<file path="src/rtl/tproc_time_dispatcher.sv">
// Time-tagged dispatcher on the read side of the command FIFO: holds one head
// entry and issues its data when the local time counter reaches its timestamp.
module tproc_time_dispatcher #(
  parameter int unsigned DW  = 32,
  parameter int unsigned TW  = 48,
  parameter int unsigned LCW = 16
) (
  input  logic             clk_i,
  input  logic             rst_i,
  input  logic             en_i,
  input  logic             time_rst_i,
  input  logic             time_updt_i,
  input  logic [TW-1:0]    time_dt_i,
  input  logic             flush_i,
  input  logic             fifo_empty_i,
  input  logic [TW+DW-1:0] fifo_dt_i,
  output logic             fifo_pop_o,
  output logic             port_vld_o,
  output logic [DW-1:0]    port_dt_o,
  output logic             head_vld_o,
  output logic             late_o,
  output logic [LCW-1:0]   late_cnt_o,
  output logic [TW-1:0]    time_abs_o
);

  typedef enum logic {HEAD_EMPTY, HEAD_LOADED} head_state_t;

  head_state_t   state_q, state_d;
  logic [TW-1:0] head_time_q;
  logic [DW-1:0] head_data_q;
  logic          gap_q;

  logic [TW-1:0] time_inc, time_nxt, due_diff, late_diff, fifo_time;
  logic          due, fire, fetch, entry_late;

  assign fifo_time  = fifo_dt_i[TW+DW-1:DW];
  assign head_vld_o = (state_q == HEAD_LOADED);

  always_comb begin
    time_inc = {{(TW-1){1'b0}}, en_i};
    time_nxt = time_abs_o;
    if (time_rst_i)       time_nxt = '0;
    else if (time_updt_i) time_nxt = time_abs_o + time_dt_i + time_inc;
    else if (en_i)        time_nxt = time_abs_o + time_inc;
  end

  // Wrap-safe comparisons: TW-bit differences with the MSB read as the sign.
  always_comb begin
    due_diff   = head_time_q - time_abs_o;
    due        = due_diff[TW-1] | (due_diff == '0);
    late_diff  = fifo_time - time_nxt;
    entry_late = late_diff[TW-1];
    fire       = head_vld_o & en_i & due & ~flush_i;
    fetch      = ~rst_i & (~head_vld_o | fire) & ~fifo_empty_i & ~gap_q & ~flush_i;
    fifo_pop_o = fetch;
  end

  always_comb begin
    state_d = state_q;
    if (flush_i)    state_d = HEAD_EMPTY;
    else if (fetch) state_d = HEAD_LOADED;
    else if (fire)  state_d = HEAD_EMPTY;
  end

  always_ff @(posedge clk_i) begin
    if (rst_i) begin
      state_q     <= HEAD_EMPTY;
      head_time_q <= '0;
      head_data_q <= '0;
      gap_q       <= 1'b0;
      time_abs_o  <= '0;
      port_vld_o  <= 1'b0;
      port_dt_o   <= '0;
      late_o      <= 1'b0;
      late_cnt_o  <= '0;
    end else begin
      state_q    <= state_d;
      gap_q      <= fetch;
      time_abs_o <= time_nxt;
      port_vld_o <= fire;
      late_o     <= fetch & entry_late;
      if (fetch) begin
        head_time_q <= fifo_time;
        head_data_q <= fifo_dt_i[DW-1:0];
      end
      if (fire)
        port_dt_o <= head_data_q;
      if (fetch && entry_late && (late_cnt_o != '1))
        late_cnt_o <= late_cnt_o + {{(LCW-1){1'b0}}, 1'b1};
    end
  end

endmodule

</file>
<file path="config.mk">
export PLATFORM = sky130hd
export DESIGN_NAME = tproc_time_dispatcher
export DESIGN_NICKNAME = d
export VERILOG_FILES = /design/src/rtl/tproc_time_dispatcher.sv
export SDC_FILE = /design/constraint.sdc
export NUM_CORES = 1
export LEC_CHECK = 0
export ABC_CLOCK_PERIOD_IN_PS = 7550
export CAP_MARGIN = 10
export CORE_MARGIN = 1
export CORE_UTILIZATION = 48
export DETAILED_ROUTE_END_ITERATION = 10
export GPL_TIMING_DRIVEN = 0
export PLACE_DENSITY_LB_ADDON = 0.15
export SLEW_MARGIN = 10
export SYNTH_ARGS = -nofsm -noshare
export SYNTH_HDL_FRONTEND = slang
export SYNTH_SLANG_ARGS = --single-unit
</file>
<file path="constraint.sdc">
create_clock -name clk_i -period 7.55 [get_ports clk_i]
set_clock_uncertainty 0.1 [all_clocks]
set_input_delay 1.1325 -clock clk_i [delete_from_list [all_inputs] [get_ports clk_i]]
set_output_delay 1.1325 -clock clk_i [all_outputs]
set_load 0.01 [all_outputs]
</file>
# After elaboration in Yosys (flattened, before gate mapping)
# Cells that the tools add are included.
[totals]
output_inout_bits = 100
elab_cells = 41
inputBits = 135
ff_bits = 180
[op_classes]
n_addsub = 6
n_reduce_logical = 5
mux = 5
n_bitwise = 15
eq_ne = 1
[op_table]
columns = ["op", "count"]
rows = [
  ["two-way mux 48 bit", 3],
  ["adder 48 x 1 -> 48 bit", 2],
  ["subtractor 48 bit", 2],
  ["adder 48 bit", 1],
  ["logical NOT 48 bit", 1],
  ["adder 16 x 1 -> 16 bit (second input constant)", 1],
  ["!= test 16 bit (second input constant)", 1],
  ["AND 1 bit", 8],
  ["inverter 1 bit", 5],
  ["logical AND 1 bit", 2],
  ["two-way mux 1 bit", 2],
  ["bitwise OR 1 bit", 2],
  ["nonzero test 2 bit", 1],
  ["OR reduction 2 bit", 1],
]

# Depth between registers and ports, before layout
[logic_depth]
word_depth = 12
depth_mapped = 28
mapped_depth_nobuf = 27

# Worst setup path after synthesis
# Ideal clock, no wire load.
[synth_path]
path_kind = "input -> register"
from = "input port en_i"
to = "register late_cnt_o[5]"
arrival_ps = 6705
path_buffers = 1
setup_ps = 122
path_stages = 28
slack_ps = 623
required_ps = 7328
path_cell_list = "fa_1 -> fa_1 -> a21o_1 -> a21oi_1 -> o211ai_1 -> a31o_2 -> a21o_1 -> a21oi_1 -> o211ai_1 -> a21oi_1 -> nor2_1 -> o21a_1 -> o21a_1 -> or3_1 -> ha_1 -> a21o_1 -> a21o_1 -> a21oi_1 -> nor2b_1 -> o21ai_0 -> a21oi_1 -> o41ai_1 -> a21oi_1 -> xor2_1 -> xor2_1 -> buf_4 -> a31oi_1 -> a311o_1"
[synth_between]
elab_chain_cells = 10
elab_cells_between_ends = 16
classes_between = "add/sub (3); mux (3); bitwise (8); reduce/logical (2)"
[synth_lines]
columns = ["element", "line_no", "text"]
rows = [
  ["start: declaration", "10", "input logic en_i,"],
  ["branches (longest 8 deep; another with adder 48 x 1 -> 48 bit)", "-", ""],
  ["logical AND 1 bit * (2 in a row)", "88", "if (fetch && entry_late && (late_cnt_o != '1))"],
  ["end signal: assignment", "89", "late_cnt_o <= late_cnt_o + {{(LCW-1){1'b0}}, 1'b1};"],
  ["end: declaration", "22", "output logic [LCW-1:0] late_cnt_o,"],
]
# Mark *: on every way between the ends.
# A chain may end at the register's enable or synchronous reset.

# Worst setup path in the final report
[layout_path]
from = "register time_abs_o[11]"
to = "output port fifo_pop_o"
[layout_between]
elab_chain_cells = 10
[layout_lines]
columns = ["element", "line_no", "text"]
rows = [
  ["start: declaration", "23", "output logic [TW-1:0] time_abs_o"],
  ["start signal: assignment", "79", "time_abs_o <= time_nxt;"],
  ["subtractor 48 bit *", "49", "due_diff = head_time_q - time_abs_o;"],
  ["logical NOT 48 bit", "50", "due = due_diff[TW-1] | (due_diff == '0);"],
  ["bitwise OR 1 bit *", "50", ""],
  ["AND 1 bit * (2 in a row)", "53", "fire = head_vld_o & en_i & due & ~flush_i;"],
  ["bitwise OR 1 bit *", "54", "fetch = ~rst_i & (~head_vld_o | fire) & ~fifo_empty_i & ~gap_q & ~flush_i;"],
  ["AND 1 bit * (4 in a row)", "54", ""],
  ["end: declaration", "17", "output logic fifo_pop_o,"],
]
# Every way passes the cells marked *; elsewhere a longest branch is shown, timed or not.

==> metrics list <==
* Yosys warns: 0
- Entering global routing, the biggest net connects 20 pins.
- Summing all placed instances gives a cell area of 17500 µm².
* RSZ-0062 raised after global routing: no
* Achievable Freq: 135 MHz
* PwrDens: 176 nW/µm²
* Standard cell core area: 29900 µm²
- Area of the die: 31200 µm²
- Count of vias placed by the detailed router: 15600
* DP HPWL: 43400 µm
* Period Utilization, post-route: 97.8%
- Clock latency on the worst-skew pair: 0.45 ns
- CTS placed an instance of clkbuf_16 at the clock tree root.
* Mean routed wirelength per cell: 21.3 µm
* Overall track demand over capacity in global routing: 34.0%
* Async set-or-reset flop fraction in the synthesized netlist: 0%
- Residual overflow from global routing: 0
* Primary FF master, synth: dfxtp_1
- R2R Setup Slk: 0.84 ns
* Post-route DRC: 0
* Capturing point of the worst reg2reg path: late_cnt_o[5]
- The slowest stage of the critical path belongs to the cell a2111oi_0.
* Sequential fraction of the synthesis area: 24.6%
* Max transition margin: 31.7%
* Worst voltage drop across the vdd grid: 0.162 mV
- Per-instance average area after synthesis: 7.75 µm²
- TritonCTS built the clock tree.
- For the worst setup path, the data required time is 6.32 ns.
* Maximum level of the CTS H-tree: 4
- Hold Path Stages: 2
* GPL Wtd Cong: 0.982
- Of all nets on the critical path, the largest fanout is 10.
* Count of distinct cell types in the synthesized netlist: 79
- Clock Tree Buf Depth: 2
- Largest cells by area after synthesis: dfxtp_1 25%, ha_1 12%, mux2i_1 6.0%
- Initial Util: 49.1%
- CP cell instances: inv_1, ha_1, clkbuf_1, a21oi_1, o21a_1, nor2_1, a2111oi_0, nand4b_1, nor4_1, o2111ai_1, nor4_2, and4_1, a21oi_2, inv_2, clkbuf_4, buf_4, clkdlybuf4s50_1
* IO Count: 235
- Counting every net in the synthesized netlist gives 2172.
- The number of antenna diodes in the final layout is 0.
* Depth of the worst register-to-register path: 25
* Hold path startpoint: head_data_q[2]
- The routed design has 54400 µm of wire.
- At the pin with the least slew margin, the transition time is 0.999 ns.
- Cell count after placement: 2514
- Data arrives at the worst endpoint at 6.15 ns.
- Antenna Violating Nets Remaining: 0
- Width of the chip: 177 µm
* Clock-pin transition on the worst setup and hold timing paths: 0.08 ns
* Synth top area share: 24.6%
* Post-synthesis instance total: 1892
* Critical Path Source Type: flip-flop
* Layout cells sized above 1: 5.14%
- Destination of the worst hold path: port_dt_o[2]
* Post-synth design cell area: 14700 µm²
* Start-to-end type of the worst setup path: flip-flop to output port
* Number of iterations in the first detailed-routing pass: 5
* Post-layout min period: 7.38 ns
- In this run, synthesis produced a sequential element count of 180.
- The first routing iteration left 1343 violations.
* Final core occ: 61.1%
- Mean number of vias per cell: 6.10
* Critical Path Max Stage Delay: 0.79 ns
* Quantity of I/O buffers inserted on ports: 232
- The analysis attributes to cell leakage a power of 0.00716 µW.
- The worst hold path belongs to the class flip-flop to flip-flop.
- After floorplanning, the core was divided into 63 placement rows.
- In this run the critical register-to-register path is launched from time_abs_o[0].
- Post-synthesis to final-layout area growth: 24.5%
- Final Max Tran Viols: 0
- Clock tree synthesis found a total of 180 sinks.
* Cell taking the most area after synthesis: dfxtp_1
- The via count of the first global-routing pass is 14300.
- Measured along the y axis, the die boundary spans 177 µm.
- Initial antenna violation count: 0
- The finished cells cover 18200 µm².
* CP Capture Type: output port
- Setup violations remaining at the end of the flow were counted as 0.
* First-pass GRT wire length: 81000 µm
* Number of enable flip-flop cells after synthesis: 0
- Final hold viol count: 0
- The number of clock buffers added by TritonCTS is 17.
* Count of maximum capacitance violations: 0
* Status: finished, final reports clean
- The final layout contains 2428 nets.
- For this run, the number of standard cells in the final layout without fillers is 2551.
## cell usage after synthesis (all sizes together) (5+ instances only)
library cell and instances:
inv 80, a21boi 9, nor3b 5, or4 9, or2 20, o2111ai 5
mux2 7, nor2b 23, dfxtp 180, a211oi 28, a2111oi 5, o21ai 112
nor2 211, and3 31, xor2 26, clkbuf 70, o21bai 16, nor3 36
a21oi 167, or3 16, xnor2 77, nand4 45, o21a 27, nand3b 5
a21o 47, o221ai 5, ha 142, nor4 15, and4 14, a211o 18
nand3 71, mux2i 88, buf 14, a31oi 12, o31ai 9, a311oi 8
o211ai 28, nand2b 19, and2 8, nand2 135
## layout make-up
cell class,count,area [µm²]
inverters,81,304
plain buffers,84,343
multi-input cells,1547,10600
clock inverters,15,159
well taps,390,488
fillers,2795,11600
flip-flops and latches,180,3600
clock buffers,17,425
repair buffers,237,2360
## worst max-delay path: cells and delay by family (launching register included)
kind | cells | cell delay [ns]
and+or+nand+nor | 5 | 1.54
buffers and inverters | 6 | 1.68
adders and majority gates | 1 | 0.32
DFF | 1 | 0.51
AOI/OAI and AO/OA | 5 | 1.64
## sequential cells by signal, indices dropped and copies added (netlist names)
name,cells
head_time_q,48
time_abs_o,48
head_data_q,32
port_dt_o,32
late_cnt_o,16
gap_q,1
head_vld_o,1
late_o,1
port_vld_o,1
## per-stage QoR
| step | worst slack, ns | power (µW) | hold slack (ns) | TNS, ns |
|---|---|---|---|---|
| finish | 0.168 | 3220 | 0.364 | 0 |
| global route | 0.00449 | 3380 | 0.388 | 0 |
| CTS | 0.00345 | 3180 | 0.365 | 0 |
| detailed placement | -1.03 | 2290 | 0.356 | -13.65 |
| global placement | -0.988 | 2280 | 0.349 | -13.00 |
| floorplan | 0.623 | 1870 | 0.343 | 0 |
## kinds of logic after synthesis
family,Yosys count,share of synthesized area (%)
muxes,95,6.55
xor gates and xnor gates,103,6.21
buffers and inverters,165,4.37
and+or+nand+nor,670,22.4
adders and majority gates,145,12.5
DFF,180,24.6
AOI/OAI and AO/OA,534,23.3
## worst max-delay path by stage
stage,startpoint,end,slack (ns),depth (start not counted)
after floorplan,en_i,late_cnt_o[5],0.62,28
after global placement,en_i,late_cnt_o[5],-0.99,29
after detailed placement,en_i,late_cnt_o[5],-1.03,29
after CTS,en_i,late_cnt_o[5],0.003,27
after global routing,time_abs_o[11],fifo_pop_o,0.004,17
final,time_abs_o[11],fifo_pop_o,0.17,17
## report_power, final
part | internal, µW | switching [µW]
combinational | 511 | 785
sequential | 988 | 42.1
clock | 442 | 449
total | 1940 | 1280
## placed cells by master, fill, tap and decap left out, types with 7 or more instances in the layout
master,instances
o21a_1,27
nand2_1,135
xor2_1,24
clkbuf_16,17
o21bai_1,16
nand2b_1,19
and3_1,31
or4_1,8
nor2_1,210
buf_2,10
buf_4,8
ha_1,142
and2_1,8
a211oi_1,25
o211ai_1,28
a21boi_0,9
a31oi_1,11
a311oi_1,7
dfxtp_1,179
a21o_1,47
nand4_1,44
nand3_1,70
a21oi_1,162
or2_2,20
o31ai_1,8
o21ai_0,109
clkdlybuf4s50_1,231
mux2i_1,88
or3_1,16
inv_1,79
xnor2_1,76
clkbuf_1,69
and4_1,14
a211o_1,18
nor2b_1,23
nor4_1,11
nor3_1,35
## metal layers
layer	track usage [%]	routed length, µm	vias up
li1	-	-	7424
met1	46.4	24400	7370
met2	54.3	24400	682
met3	5.18	3920	94
met4	12.0	1750	0
met5	0	0	-
## timing repair
action | CTS | global route
gates resized for setup | 12 | 21
setup endpoints to repair | 17 | 18
pin swaps | 2 | 11
setup buffers | 1 | 4
hold buffers | 0 | 0
(Power assumes the default switching activity.)
